### config.mk
export PLATFORM = sky130hd
export DESIGN_NAME = seq_shift_add_mult
export DESIGN_NICKNAME = d
export VERILOG_FILES = /design/src/rtl/mult_pkg.sv /design/src/rtl/twos_negate.sv /design/src/rtl/seq_shift_add_mult.sv
export SDC_FILE = /design/constraint.sdc
export NUM_CORES = 1
export LEC_CHECK = 0
export CAP_MARGIN = 30
export CELL_PAD_IN_SITES_DETAIL_PLACEMENT = 1
export CELL_PAD_IN_SITES_GLOBAL_PLACEMENT = 1
export CORE_MARGIN = 1
export CORE_UTILIZATION = 44
export DETAILED_ROUTE_END_ITERATION = 8
export GPL_TIMING_DRIVEN = 0
export HOLD_SLACK_MARGIN = 0.03
export PLACE_DENSITY = 0.87
export SYNTH_ARGS = -nofsm -noshare
export SYNTH_HDL_FRONTEND = slang
export SYNTH_HIERARCHICAL = 1
export SYNTH_SLANG_ARGS = --single-unit
### constraint.sdc
create_clock -name clk -period 6.35 [get_ports clk]
set_input_delay 0.635 -clock clk [delete_from_list [all_inputs] [get_ports clk]]
set_output_delay 0.635 -clock clk [all_outputs]
set_load 0.02 [all_outputs]
### src/rtl/mult_pkg.sv
// mult_pkg: shared state encoding and default width for the shift-add multiplier
package mult_pkg;
  localparam int MULT_WIDTH = 8;
  typedef enum logic [1:0] {IDLE, RUN, FIX} state_t;
endpackage

### src/rtl/twos_negate.sv
// twos_negate: combinational conditional two's-complement negation
module twos_negate #(
  parameter int N = 8
) (
  input  logic [N-1:0] x,
  input  logic         neg,
  output logic [N-1:0] y
);
  assign y = neg ? -x : x;
endmodule

### src/rtl/seq_shift_add_mult.sv
// seq_shift_add_mult: sequential shift-add multiplier with signed/unsigned mode and start/busy/done handshake
module seq_shift_add_mult
  import mult_pkg::*;
#(
  parameter int WIDTH = MULT_WIDTH
) (
  input  logic               clk,
  input  logic               reset,
  input  logic               start,
  input  logic               signed_mode,
  input  logic [WIDTH-1:0]   multiplier,
  input  logic [WIDTH-1:0]   multiplicand,
  output logic               busy,
  output logic               done,
  output logic [2*WIDTH-1:0] result,
  output logic               sign,
  output logic               zflag
);
  localparam int CW = $clog2(WIDTH);
  state_t state, nxt;
  logic [WIDTH-1:0] acc, mplr, mcand, abs_a, abs_b;
  logic [CW-1:0] cnt;
  logic neg, smode;
  logic [WIDTH:0] sum;
  logic [2*WIDTH-1:0] fixed;
  twos_negate #(.N(WIDTH)) u_abs_a (
    .x(multiplicand), .neg(signed_mode & multiplicand[WIDTH-1]), .y(abs_a)
  );
  twos_negate #(.N(WIDTH)) u_abs_b (
    .x(multiplier), .neg(signed_mode & multiplier[WIDTH-1]), .y(abs_b)
  );
  twos_negate #(.N(2*WIDTH)) u_fix (
    .x({acc, mplr}), .neg(neg), .y(fixed)
  );
  always_comb begin
    nxt = state == IDLE ? (start ? RUN : IDLE)
        : state == RUN  ? (cnt == CW'(WIDTH-1) ? FIX : RUN)
        : IDLE;
    busy = state != IDLE;
    sum = {1'b0, acc} + (mplr[0] ? {1'b0, mcand} : '0);
  end
  always_ff @(posedge clk) begin
    if (reset) begin
      state  <= IDLE;
      acc    <= '0;
      mplr   <= '0;
      mcand  <= '0;
      cnt    <= '0;
      neg    <= 1'b0;
      smode  <= 1'b0;
      result <= '0;
      sign   <= 1'b0;
      zflag  <= 1'b1;
      done   <= 1'b0;
    end else begin
      state <= nxt;
      done  <= state == FIX;
      if (state == IDLE && start) begin
        mcand <= abs_a;
        mplr  <= abs_b;
        acc   <= '0;
        cnt   <= '0;
        neg   <= signed_mode & (multiplicand[WIDTH-1] ^ multiplier[WIDTH-1]);
        smode <= signed_mode;
      end
      // the carry lands in the accumulator MSB as the whole register shifts right
      if (state == RUN) begin
        acc  <= sum[WIDTH:1];
        mplr <= {sum[0], mplr[WIDTH-1:1]};
        cnt  <= cnt + CW'(1);
      end
      if (state == FIX) begin
        result <= fixed;
        sign   <= smode & fixed[2*WIDTH-1];
        zflag  <= fixed == '0;
      end
    end
  end
endmodule

# Yosys cells after proc, flatten, opt, wreduce, memory -nomap -nowiden
# Cells that the tools add are included.
# totals
regBits	50
in_bits	20
word_cells	43
# op_classes
reduce_logical	5
n_eq_ne	3
n_mux	14
n_bitwise	5
addsub	5
# op_table
op	n
$mux 8	7
$logic_not 16->1	1
$mux 16	1
$neg 16->16	1
$neg 8->8	2
$add 8x8->9	1
$mux 2	3
$mux 3	2
$and 1x1->1	4
$reduce_bool 2->1	2
$add 3x1->3 const B	1
$eq 3x3->1 const B	1
$eq 2x1->1 const B	1
$eq 2x2->1 const B	1
$logic_not 2->1	1
$logic_and 1x1->1	1
$mux 1	1
$xor 1x1->1	1

# Longest topological paths before layout
# Gate-level depths: netlist (run 1).
# depth
ltp_word	4
ltp_mapped	9
mapped_depth_nobuf	9

# Cells and area by module
# The synthesis (run 1) kept the hierarchy.
# modules_own_cells
mod	cells_each	area_per_inst_um2	n_inst
seq_shift_add_mult	286	2304.7	1
twos_negate at u_fix	51	399.1	1
twos_negate at u_abs_a ...	21	171.4	2

# Worst setup path before layout (run 1)
# Ideal clock, no wire load.
# synth_path
path_kind	flip-flop to flip-flop
from	register mplr[0]
to	register acc[5]
t_arrival_ps	2018
setup_ps	132
required_time_ps	6218
synth_period_minus_slack_ps	2149
path_slack_ps	4201
path_stages_with_launch	9
n_path_buf	0
cell_sequence	dfxtp_1 -> and2_1 -> ha_1 -> fa_1 -> a211oi_2 -> o21bai_2 -> mux2i_1 -> a2111oi_2 -> nor3_1
# synth_via
elab_chain_len	3
# synth_lines
element	line	rtl
from (decl)	seq_shift_add_mult.sv:21	logic [WIDTH-1:0] acc, mplr, mcand, abs_a, abs_b;
from (signal assigned)	seq_shift_add_mult.sv:60	mplr <= abs_b;
from (signal assigned)	seq_shift_add_mult.sv:69	mplr <= {sum[0], mplr[WIDTH-1:1]};
$mux 8	seq_shift_add_mult.sv:40	sum = {1'b0, acc} + (mplr[0] ? {1'b0, mcand} : '0);
$add 8x8->9	seq_shift_add_mult.sv:40	
$mux 8	seq_shift_add_mult.sv:67	if (state == RUN) begin
to (signal assigned)	seq_shift_add_mult.sv:68	acc <= sum[WIDTH:1];
to (decl)	seq_shift_add_mult.sv:21	
# Every way passes these cells.
# A chain may end at the register's enable or synchronous reset.

# Worst setup path after layout (run 1)
# Same ends and word-level chain as after synthesis.

==> impl_metrics.toml, run 1 <==
[outcome]
status = "finished, final reports clean"

[final_layout]
drive_gt1_share_pct = 11.03
areaGrowthSynthToFinish_pct = 19.10
fillers = 812
diodes = 0
stdcell_count = 503
nets = 459
multi_input_area_sq_um = 1889
regArea_sq_um = 1001

[worst_setup_path]
crit_path_max_fanout = 12
cp-end-kind = "flop"
r2r_cells = 8
critical_path_class = "flop to flop"
endpoint = "acc[5]"
critPathRequiredTime_ps = 6540
rrSetupSlack_ps = 3920
timing.critical_path.from = "mplr[0]"
start_kind = "flop"
worstPathArrival_ps = 2620
rr_startpoint = "mplr[0]"
regToRegEndpoint = "acc[5]"

[clock_tree]
cts_sinks = 50
cts_buffer_depth = 2
cts_tree = "done"
root_buffer = "clkbuf_8"
post-cts-setup-buffer-count = 0
cts_resized = 0
cts_max_level = 2
path_clk_slew_ps = 90
hold_buffers = 0
clock_latency_ps = 310
cts_buffers = 5

[global_routing]
grt-ovfl-total = 0
track_usage_pct = 23.23
grt_pass1_wl_mm = 13.35
grt_pass1_vias = 2831
antenna_found_initial = 0
grt_start_max_net_pins = 16

[logic_synthesis]
ys_ff_latch = 50
synth.yosys.seq_area_share_pct = 32.85
yosys_warnings = 6
post-synth-top-area-cell = "dfxtp_1"
synth_cell_types = 47
synthTopCellsByArea = "dfxtp_1 33%, nand2_1 11%, xnor2_1 7.2%, a21oi_1 6.6%, ha_1 5.3%"
syn_nets = 413
ys_async_sr_fraction_pct = 0
syn_avg_cell_area_sq_um = 8.039
synth_edf_count = 0
synth_top_area_share_pct = 32.85
synth_area_sq_um = 3047
synth_ff_type = "dfxtp_1"
synthCells = 379

[pwr]
combPwrFrac_pct = 21.4
power.internal_uw = 478.0
switching_share_pct = 30.51
pwr_density_cell_nw_per_um2 = 189.6
seq_power_share_pct = 49.8
clkPwrFrac_pct = 28.8
cellLeakagePower_nw = 1.389
ir_drop_mv = 0.09143
p_sw_uw = 209.9

[die]
die_w_um = 85.21
start_util_pct = 46.65
die_h_um = 85.21
rows = 29
io_pins = 40
core-area_sq_um = 6531
dieArea_sq_um = 7261

[drt]
num_vias = 2798
routed_wirelength_mm = 7.706
wl_per_cell_um = 15.32
viasPerCell = 5.563
drt_iter0_markers = 71
ant_nets = 0
drc = 0
dr.pass1.iters = 4

[placed_design]
numPortBuffers = 39
hpwl_mm = 6.032
numPlacedInstances = 495
place.gp.congestion = 0.8122

[min_path]
hold_start = "mcand[6]"
min_path_type = "flop to flop"

[sta]
slew_violations = 0
rsz0062_at_grt = "false"
min_period_ps = 2432
hold_viol = 0
fin_skew_ps = 7.712
maxSlewHeadroom_pct = 65.51
period_share_pct = 38.29
worst-slew-pin-transition_ps = 517.3
fmax_mhz = 411.3
setup_viol = 0
tns_ps = 0

[flow_run]
maxCapViolations = 0
[state kept, by name, indices dropped and copies added, names as in the netlist]
signal  count
neg         1
sign        1
mcand       8
mplr        8
smode       1
result     16
cnt         3
acc         8
zflag       1
state       2
done        1
[power by group through the flow]
stage / combinational [mW] / sequential, mW / clock, mW
after floorplan: 0.104 / 0.344 / 0
after global routing: 0.163 / 0.345 / 0.215
after detailed placement: 0.147 / 0.349 / 0
after global placement: 0.141 / 0.348 / 0
after CTS: 0.149 / 0.342 / 0.202
final: 0.147 / 0.342 / 0.198
[cell type report]
| cell class | count | share of cell area (%) |
|---|---|---|
| Buffer | 23 | 3.172 |
| Clock buffer | 6 | 2.276 |
| Clock inverter | 2 | 0.3448 |
| Inverter | 11 | 1.138 |
| Multi-Input combinational cell | 295 | 52.07 |
| Sequential cell | 50 | 27.59 |
| Tap cell | 77 | 2.655 |
| Timing Repair Buffer | 39 | 10.76 |
[layer usage]
metal  share of wire, %  vias to the layer above  wire length (um)  global-route usage, %
li1                   -                     1387                 -                      -
met5                  0                        -                 0                      0
met1                 45                     1334              3448                  27.96
met3                2.6                       18               199                  3.891
met4                2.6                        0               201                  9.091
met2                 50                       59              3856                  41.20
[worst max-delay path: stages (launching register included)]
cell       delay [ps]
dfxtp_1           470
and2_1            240
ha_1              230
fa_1              440
a211oi_2          290
o21bai_2          120
mux2i_1           140
a2111oi_2         280
nor3_1             80
[Yosys cell counts, types with 3 or more instances]
cell      count
a311oi_1      8
dfxtp_1      50
nor4_1        6
a21o_1        4
a21oi_1      40
nor2_1       16
or3_4         5
nand2b_1     12
clkbuf_1      7
nor3_1        5
and2_1       12
a21oi_2       3
ha_1         13
o21ai_1       8
o21ai_0       6
o31ai_2       3
inv_1        10
xor2_1        4
buf_4         4
nand3_1       9
buf_2        11
nand2_1      86
xnor2_1      25
[metrics by stage]
stage | worst slack (ps) | total power [mW] | cell area, sq um | hold slack, ps | util [%]
floorplan | 4201 | 0.4484 | 3047 | 430.7 | -
global placement | 3977 | 0.4899 | 3533 | 442.0 | 54.10
detailed placement | 3917 | 0.4968 | 3533 | 446.0 | 54.10
CTS | 3920 | 0.6926 | 3628 | 458.7 | 55.56
global route | 3705 | 0.7230 | 3628 | 470.0 | 55.56
finish | 3918 | 0.6879 | 3628 | 455.4 | 55.56
[cells in the final DEF, fill, tap and decap left out, types with 4 or more instances in the layout]
master            n
dfxtp_1          50
buf_4             4
nor2_1           16
nor4_1            6
ha_1             13
nor3_1            5
xor2_1            4
clkdlybuf4s50_1  39
nand3_1           9
buf_2            11
xnor2_1          25
a21o_1            4
a311oi_1          8
nand2_1          86
and2_1           12
o21ai_0           6
o21ai_1           8
a21oi_1          40
or3_4             5
nand2b_1         12
inv_1            10
clkbuf_8          6
clkbuf_1          7
[worst min path at each step]
stage           endpoint  cells past startpoint  slack (ps)
2_1_floorplan        neg                      2         430
3_3_place_gp   result[4]                      2         440
3_5_place_dp    mcand[6]                      2         450
4_1_cts         mcand[6]                      2         460
5_1_grt         mcand[1]                      2         470
6_report        mcand[6]                      2         460
[cells by family (layout without fill, tap and decap cells)]
logic type	Yosys count	count (layout)	share of synthesized area [%]
and+or+nand+nor	159	159	25.26
AOI/OAI and AO/OA	91	91	21.77
DFF	50	50	32.85
buffers and inverters	34	81	5.133
xor gates and xnor gates	29	29	8.337
adders and majority gates	14	14	5.996
muxes	2	2	0.6571
No activity file was read; power rests on OpenSTA's default activity.
==> run 2: changes to the inputs <==
--- a/config.mk
+++ b/config.mk
@@ -9,11 +9,11 @@
 export CELL_PAD_IN_SITES_DETAIL_PLACEMENT = 1
 export CELL_PAD_IN_SITES_GLOBAL_PLACEMENT = 1
 export CORE_MARGIN = 1
-export CORE_UTILIZATION = 44
+export CORE_UTILIZATION = 41
 export DETAILED_ROUTE_END_ITERATION = 8
 export GPL_TIMING_DRIVEN = 0
 export HOLD_SLACK_MARGIN = 0.03
-export PLACE_DENSITY = 0.87
+export PLACE_DENSITY = 0.82
 export SYNTH_ARGS = -nofsm -noshare
 export SYNTH_HDL_FRONTEND = slang
 export SYNTH_HIERARCHICAL = 1
==> constraint.sdc (replaced) <==
create_clock -name clk -period 2.3 [get_ports clk]
set_input_delay 0.23 -clock clk [delete_from_list [all_inputs] [get_ports clk]]
set_output_delay 0.23 -clock clk [all_outputs]
set_load 0.02 [all_outputs]
==> run 2 against run 1 <==
  * Worst hold slack better by 2.2 ps
  * Count of clock-buffer cells in the layout up 1
  * Sequential cell count unchanged
  * Critical endpoint unchanged
==> impl_metrics.toml, run 2 (synthesis results as in run 1) <==
[clock_tree]
cts_sinks = 50
path_clk_slew_ps = 90
cts_max_level = 2
cts_buffer_depth = 2
clock_latency_ps = 300
root_buffer = "clkbuf_8"
cts_buffers = 5
cts_tree = "done"
post-cts-setup-buffer-count = 0

[pwr]
power.internal_mw = 1.288
combPwrFrac_pct = 21.9
ir_drop_mv = 0.2006
seq_power_share_pct = 51.4
cellLeakagePower_nw = 1.378
p_sw_uw = 551.1
switching_share_pct = 29.97
pwr_density_cell_nw_per_um2 = 504.8
clkPwrFrac_pct = 26.7
power_mw = 1.839

[worst_setup_path]
max_stage_delay_ps = 400
critPathTopFamily = "adder cells"
r2r_cells = 8
cp-end-kind = "flop"
critPathRequiredTime_ps = 2480
crit_cells = 8
worst-path-buf-inv = 0
crit_path_max_fanout = 12
slowest_stage = "dfxtp_4"
crit_chain = "and2_1 > ha_1 > fa_2 > a211oi_2 > o21bai_2 > mux2i_1 > a2111oi_2 > nor3_1"
start_kind = "flop"
critical_path_class = "flop to flop"
worstPathArrival_ps = 2350

[final_layout]
drive_gt1_share_pct = 10.82
diodes = 0
areaGrowthSynthToFinish_pct = 19.59
final_area_sq_um = 3643
layout_common_cells = "86 x nand2_1, 49 x dfxtp_1, 40 x a21oi_1, 39 x clkdlybuf4s50_1, 25 x xnor2_1"
final_common_cell = "nand2_1"
nets = 459
fillers = 938
regMostFlops = "result"
largest_register_ff_count = 16

[die]
die_h_um = 88.20
io_pins = 40
dieArea_sq_um = 7779
rows = 31
core-area_sq_um = 7214
start_util_pct = 42.23
die_w_um = 88.20

[sta]
fmax_mhz = 460.3
final.setup.worst_slack_ps = 127.4
min_period_ps = 2173
slew_violations = 0
fin_skew_ps = 4.043
rsz0062_at_grt = "false"
worst-slew-pin-transition_ps = 543.6
hold_viol = 0
period_share_pct = 94.46
maxSlewHeadroom_pct = 63.76
setup_viol = 0

[drt]
routed_wirelength_mm = 7.611
dr.pass1.iters = 4
drc = 0
wl_per_cell_um = 14.52
num_vias = 2746
viasPerCell = 5.240
drt_iter0_markers = 77
ant_nets = 0

[placed_design]
postPlaceCellArea_sq_um = 3561
hpwl_mm = 6.068
numPortBuffers = 39
post-place-ws_ps = -143.7
place.gp.congestion = 0.8034

[global_routing]
antenna_found_initial = 0
grt-ovfl-total = 0
grt_pass1_vias = 2724
grt_pass1_wl_mm = 12.77
grt_start_max_net_pins = 14
track_usage_pct = 21.43

[flow_run]
maxCapViolations = 0

[min_path]
min_path_type = "flop to flop"
hold_depth = 2

[outcome]
status = "finished, final reports clean"
## run 2: final cells by class
class	count	area (sq um)	area share, %
repair buffers	39	390.4	10.71
multi-input cells	295	1892	51.92
flip-flops and latches	50	1005	27.58
plain buffers	23	115.1	3.159
clock buffers	7	76.32	2.095
well taps	99	123.9	3.400
inverters	11	41.29	1.133
## run 2: power groups by stage
stage	Sequential [mW]	Clock, mW	Combinational (mW)
2_1_floorplan	0.950	0	0.288
3_3_place_gp	0.962	0	0.392
3_5_place_dp	0.965	0	0.406
4_1_cts	0.945	0.503	0.409
5_1_grt	0.952	0.532	0.449
6_report	0.945	0.492	0.403
## run 2: worst register-to-register path, cell delays in order (launching register included)
cell	delay, ps
dfxtp_4	400
and2_1	170
ha_1	230
fa_2	390
a211oi_2	250
o21bai_2	120
mux2i_1	140
a2111oi_2	250
nor3_1	100
## run 2: timing repair
item	4_1_cts	5_1_grt
gates resized for setup	2	1
hold endpoints to repair	0	0
hold buffers	0	0
setup endpoints to repair	2	1
pin swaps	0	2
## run 2: per-layer routing
layer | vias up | GRT usage [%] | share of wire, %
met2 | 42 | 39.16 | 51
met5 | - | 0 | 0
met1 | 1307 | 26.26 | 46
met3 | 8 | 3.110 | 2.4
met4 | 0 | 5.279 | 1.1
li1 | 1389 | - | -
## run 2: worst paths after layout
kind	slack [ps]	startpoint	end
worst max-delay path	130	mplr[0]	acc[5]
worst min-delay path	460	result[2]	result[2]
worst max register to register	130	mplr[0]	acc[5]
worst min register to register	460	result[2]	result[2]
## run 2: through the flow
stage / std cells / util (%) / hold slack (ps) / TNS (ps)
floorplan: 379 / - / 366.0 / 0
global placement: 517 / 49.36 / 442.3 / -75.96
detailed placement: 517 / 49.36 / 447.3 / -143.7
CTS: 524 / 50.47 / 459.8 / 0
global route: 524 / 50.50 / 483.6 / 0
finish: 524 / 50.50 / 457.6 / 0
==> run 3: changes to the inputs <==
--- a/config.mk
+++ b/config.mk
@@ -8,7 +8,6 @@
 export CAP_MARGIN = 30
 export CELL_PAD_IN_SITES_DETAIL_PLACEMENT = 1
 export CELL_PAD_IN_SITES_GLOBAL_PLACEMENT = 1
-export CORE_MARGIN = 1
 export CORE_UTILIZATION = 41
 export DETAILED_ROUTE_END_ITERATION = 8
 export GPL_TIMING_DRIVEN = 0
==> results of run 3 <==
The final DEF is identical to that of run 2; final timing and power are the same.
==> edit, RTL diff (config.mk and constraints of run 3) <==
Put one more register stage on the output `zflag`, cleared by the reset. The value now appears one clock later. The other outputs are not delayed to match.
--- a/src/rtl/seq_shift_add_mult.sv
+++ b/src/rtl/seq_shift_add_mult.sv
@@ -19,2 +19,4 @@
   localparam int CW = $clog2(WIDTH);
+
+  logic zflag_s0;
   state_t state, nxt;
@@ -52,3 +54,3 @@
       sign   <= 1'b0;
-      zflag  <= 1'b1;
+      zflag_s0 <= 1'b1;
       done   <= 1'b0;
@@ -74,3 +76,3 @@
         sign   <= smode & fixed[2*WIDTH-1];
-        zflag  <= fixed == '0;
+        zflag_s0 <= fixed == '0;
       end
@@ -78,2 +80,10 @@
   end
+  always_ff @(posedge clk) begin
+    if (reset) begin
+      zflag <= '0;
+    end else begin
+      zflag <= zflag_s0;
+    end
+  end
+
 endmodule
Behaviour: not the same (a bounded check fails within 4 cycles, from zero or initial values and one cycle with reset high).
==> edit against run 3 <==
Worst hold slack got worse by 0.017 ns. Total power increased by 3.5%. Combinational power increased by 1%. Worst setup slack improved by 0.0080 ns. Design area increased by 1.6%. Critical endpoint is now zflag_s0. Synthesized area increased by 1.0%. Sequential cell count increased by 1. Global-route usage about the same. Routed wire length increased by 0.37%.
==> edit: results (changes against run 3) <==
actual slew at the worst max-slew pin 0.571 ns (+0.0278 ns); PD cells 514 mW/mm² (+1.9%); Worst Reg-to-Reg Cells 7 (-1); IO buf count 38 (-2.6%); Routed met1 length 3.50 mm (+0.69%); area of the multi-input gates 0.00190 mm² (+0.46%); Sw Ratio 29.8% (-0.14 points); max FFs per register 16 (unchanged); mux contribution to synthesized area 0.650% (-0.0067 points); crit-path max cell delay 0.49 ns (+0.09 ns); post-synthesis adder-cell area fraction 5.93% (-0.061 points); Netlist cell types 47 (unchanged); list of most frequent post-synthesis cells nand2_1, dfxtp_1, a21oi_1; met1 Usage GRT 25.9% (-0.41 points); Post-Route WL 7.64 mm (+0.37%); GR Util met3 2.80% (-0.31 points); Filler Cells Inserted 916 (-2.3%); Peak VDD IR 0.000279 V (+39%); leak pwr 1.41 nW (+2.2%); worst slack at placement -0.110 ns (+0.0334 ns); delay-heaviest family, CP simple AND/OR/NAND/NOR gates; Final non-clock buffer share 14.1% (+0.26 points); CP max FO 6 (-6); RD Place Congestion 0.806 (+0.37%); Synth Area in Compound Gates 21.5% (-0.22 points); multi-input gates 296 (+0.34%); Total GRT Usage 21.4% (-0.032 points); non-filler cells, final 529 (+0.95%); Root Buffer clkbuf_8; Worst EP arrival 2.40 ns (+0.05 ns); Synth Area in XOR/XNOR 8.25% (-0.085 points); clk_skew 0.0135 ns (+0.00943 ns); Worst Hold Depth 3 (+1); fraction of layout cells with a size suffix above 1 12.3% (+1.5 points); Flop pwr share 50.6% (-0.8 points); ClkCell Share 2.37% (+0.27 points); sequential cell area 0.00102 mm² (+2.0%); Comb group 0.408 mW (+1%); worst min-delay path class in -> reg; Cells after DPL 519 (+0.39%); crit path max-delay cell type nor4_2; post-detail-place hpwl 6.16 mm (+1.5%); outcome complete, no violations; final core utilization 51.0% (+0.52 points); met2 Usage GRT 40.3% (+1.1 points); post-synthesis area per instance 8.06 µm² (+0.23%); first-pass GRT wire length 13.1 mm (+2.7%); pin count of the biggest net entering global routing 15 (+1); Syn Inst Count 382 (+0.79%); Total Nets Final 464 (+1.1%); met3 wire length 189 µm (+2.2%); post-synthesis sequential area ratio 33.2% (+0.32 points); Signal buffers 65 (+4.8%); Synth area leaders dfxtp_1, nand2_1, xnor2_1; metal2 WL 3.88 mm (+0.39%); Post-DP Area 0.00358 mm² (+0.60%); synthesized net count 416 (+0.73%)
-- edit: cell count changes after synthesis --
| cell | run 3 | this run |
|---|---|---|
| buf_2 | 11 | 12 |
| dfxtp_1 | 50 | 51 |
| nor2b_1 | 2 | 3 |
-- edit: what timing repair did --
item                                    4_1_cts  5_1_grt
endpoints found under the setup margin        2        2
buffers inserted                              1        2
hold buffers                                  0        0
resized for setup                             1        3
pin swaps                                     1        3
-- edit: cell families (layout without fill, tap and decap cells) --
family | Yosys count | in the layout
AO/OA/AOI/OAI | 91 | 91
XOR/XNOR | 29 | 29
adder cells (fa/ha/maj) | 14 | 14
buffers and inverters | 35 | 83
flip-flops | 51 | 51
multiplexers | 2 | 2
AND/OR/NAND/NOR | 160 | 160
-- edit: worst paths after layout --
check	start	endpoint	slack [ns]
hold / removal	reset	acc[6]	0.44
setup reg to reg	mplr[6]	zflag_s0	0.14
hold reg to reg	sign	sign	0.45
setup / recovery	mplr[6]	zflag_s0	0.14
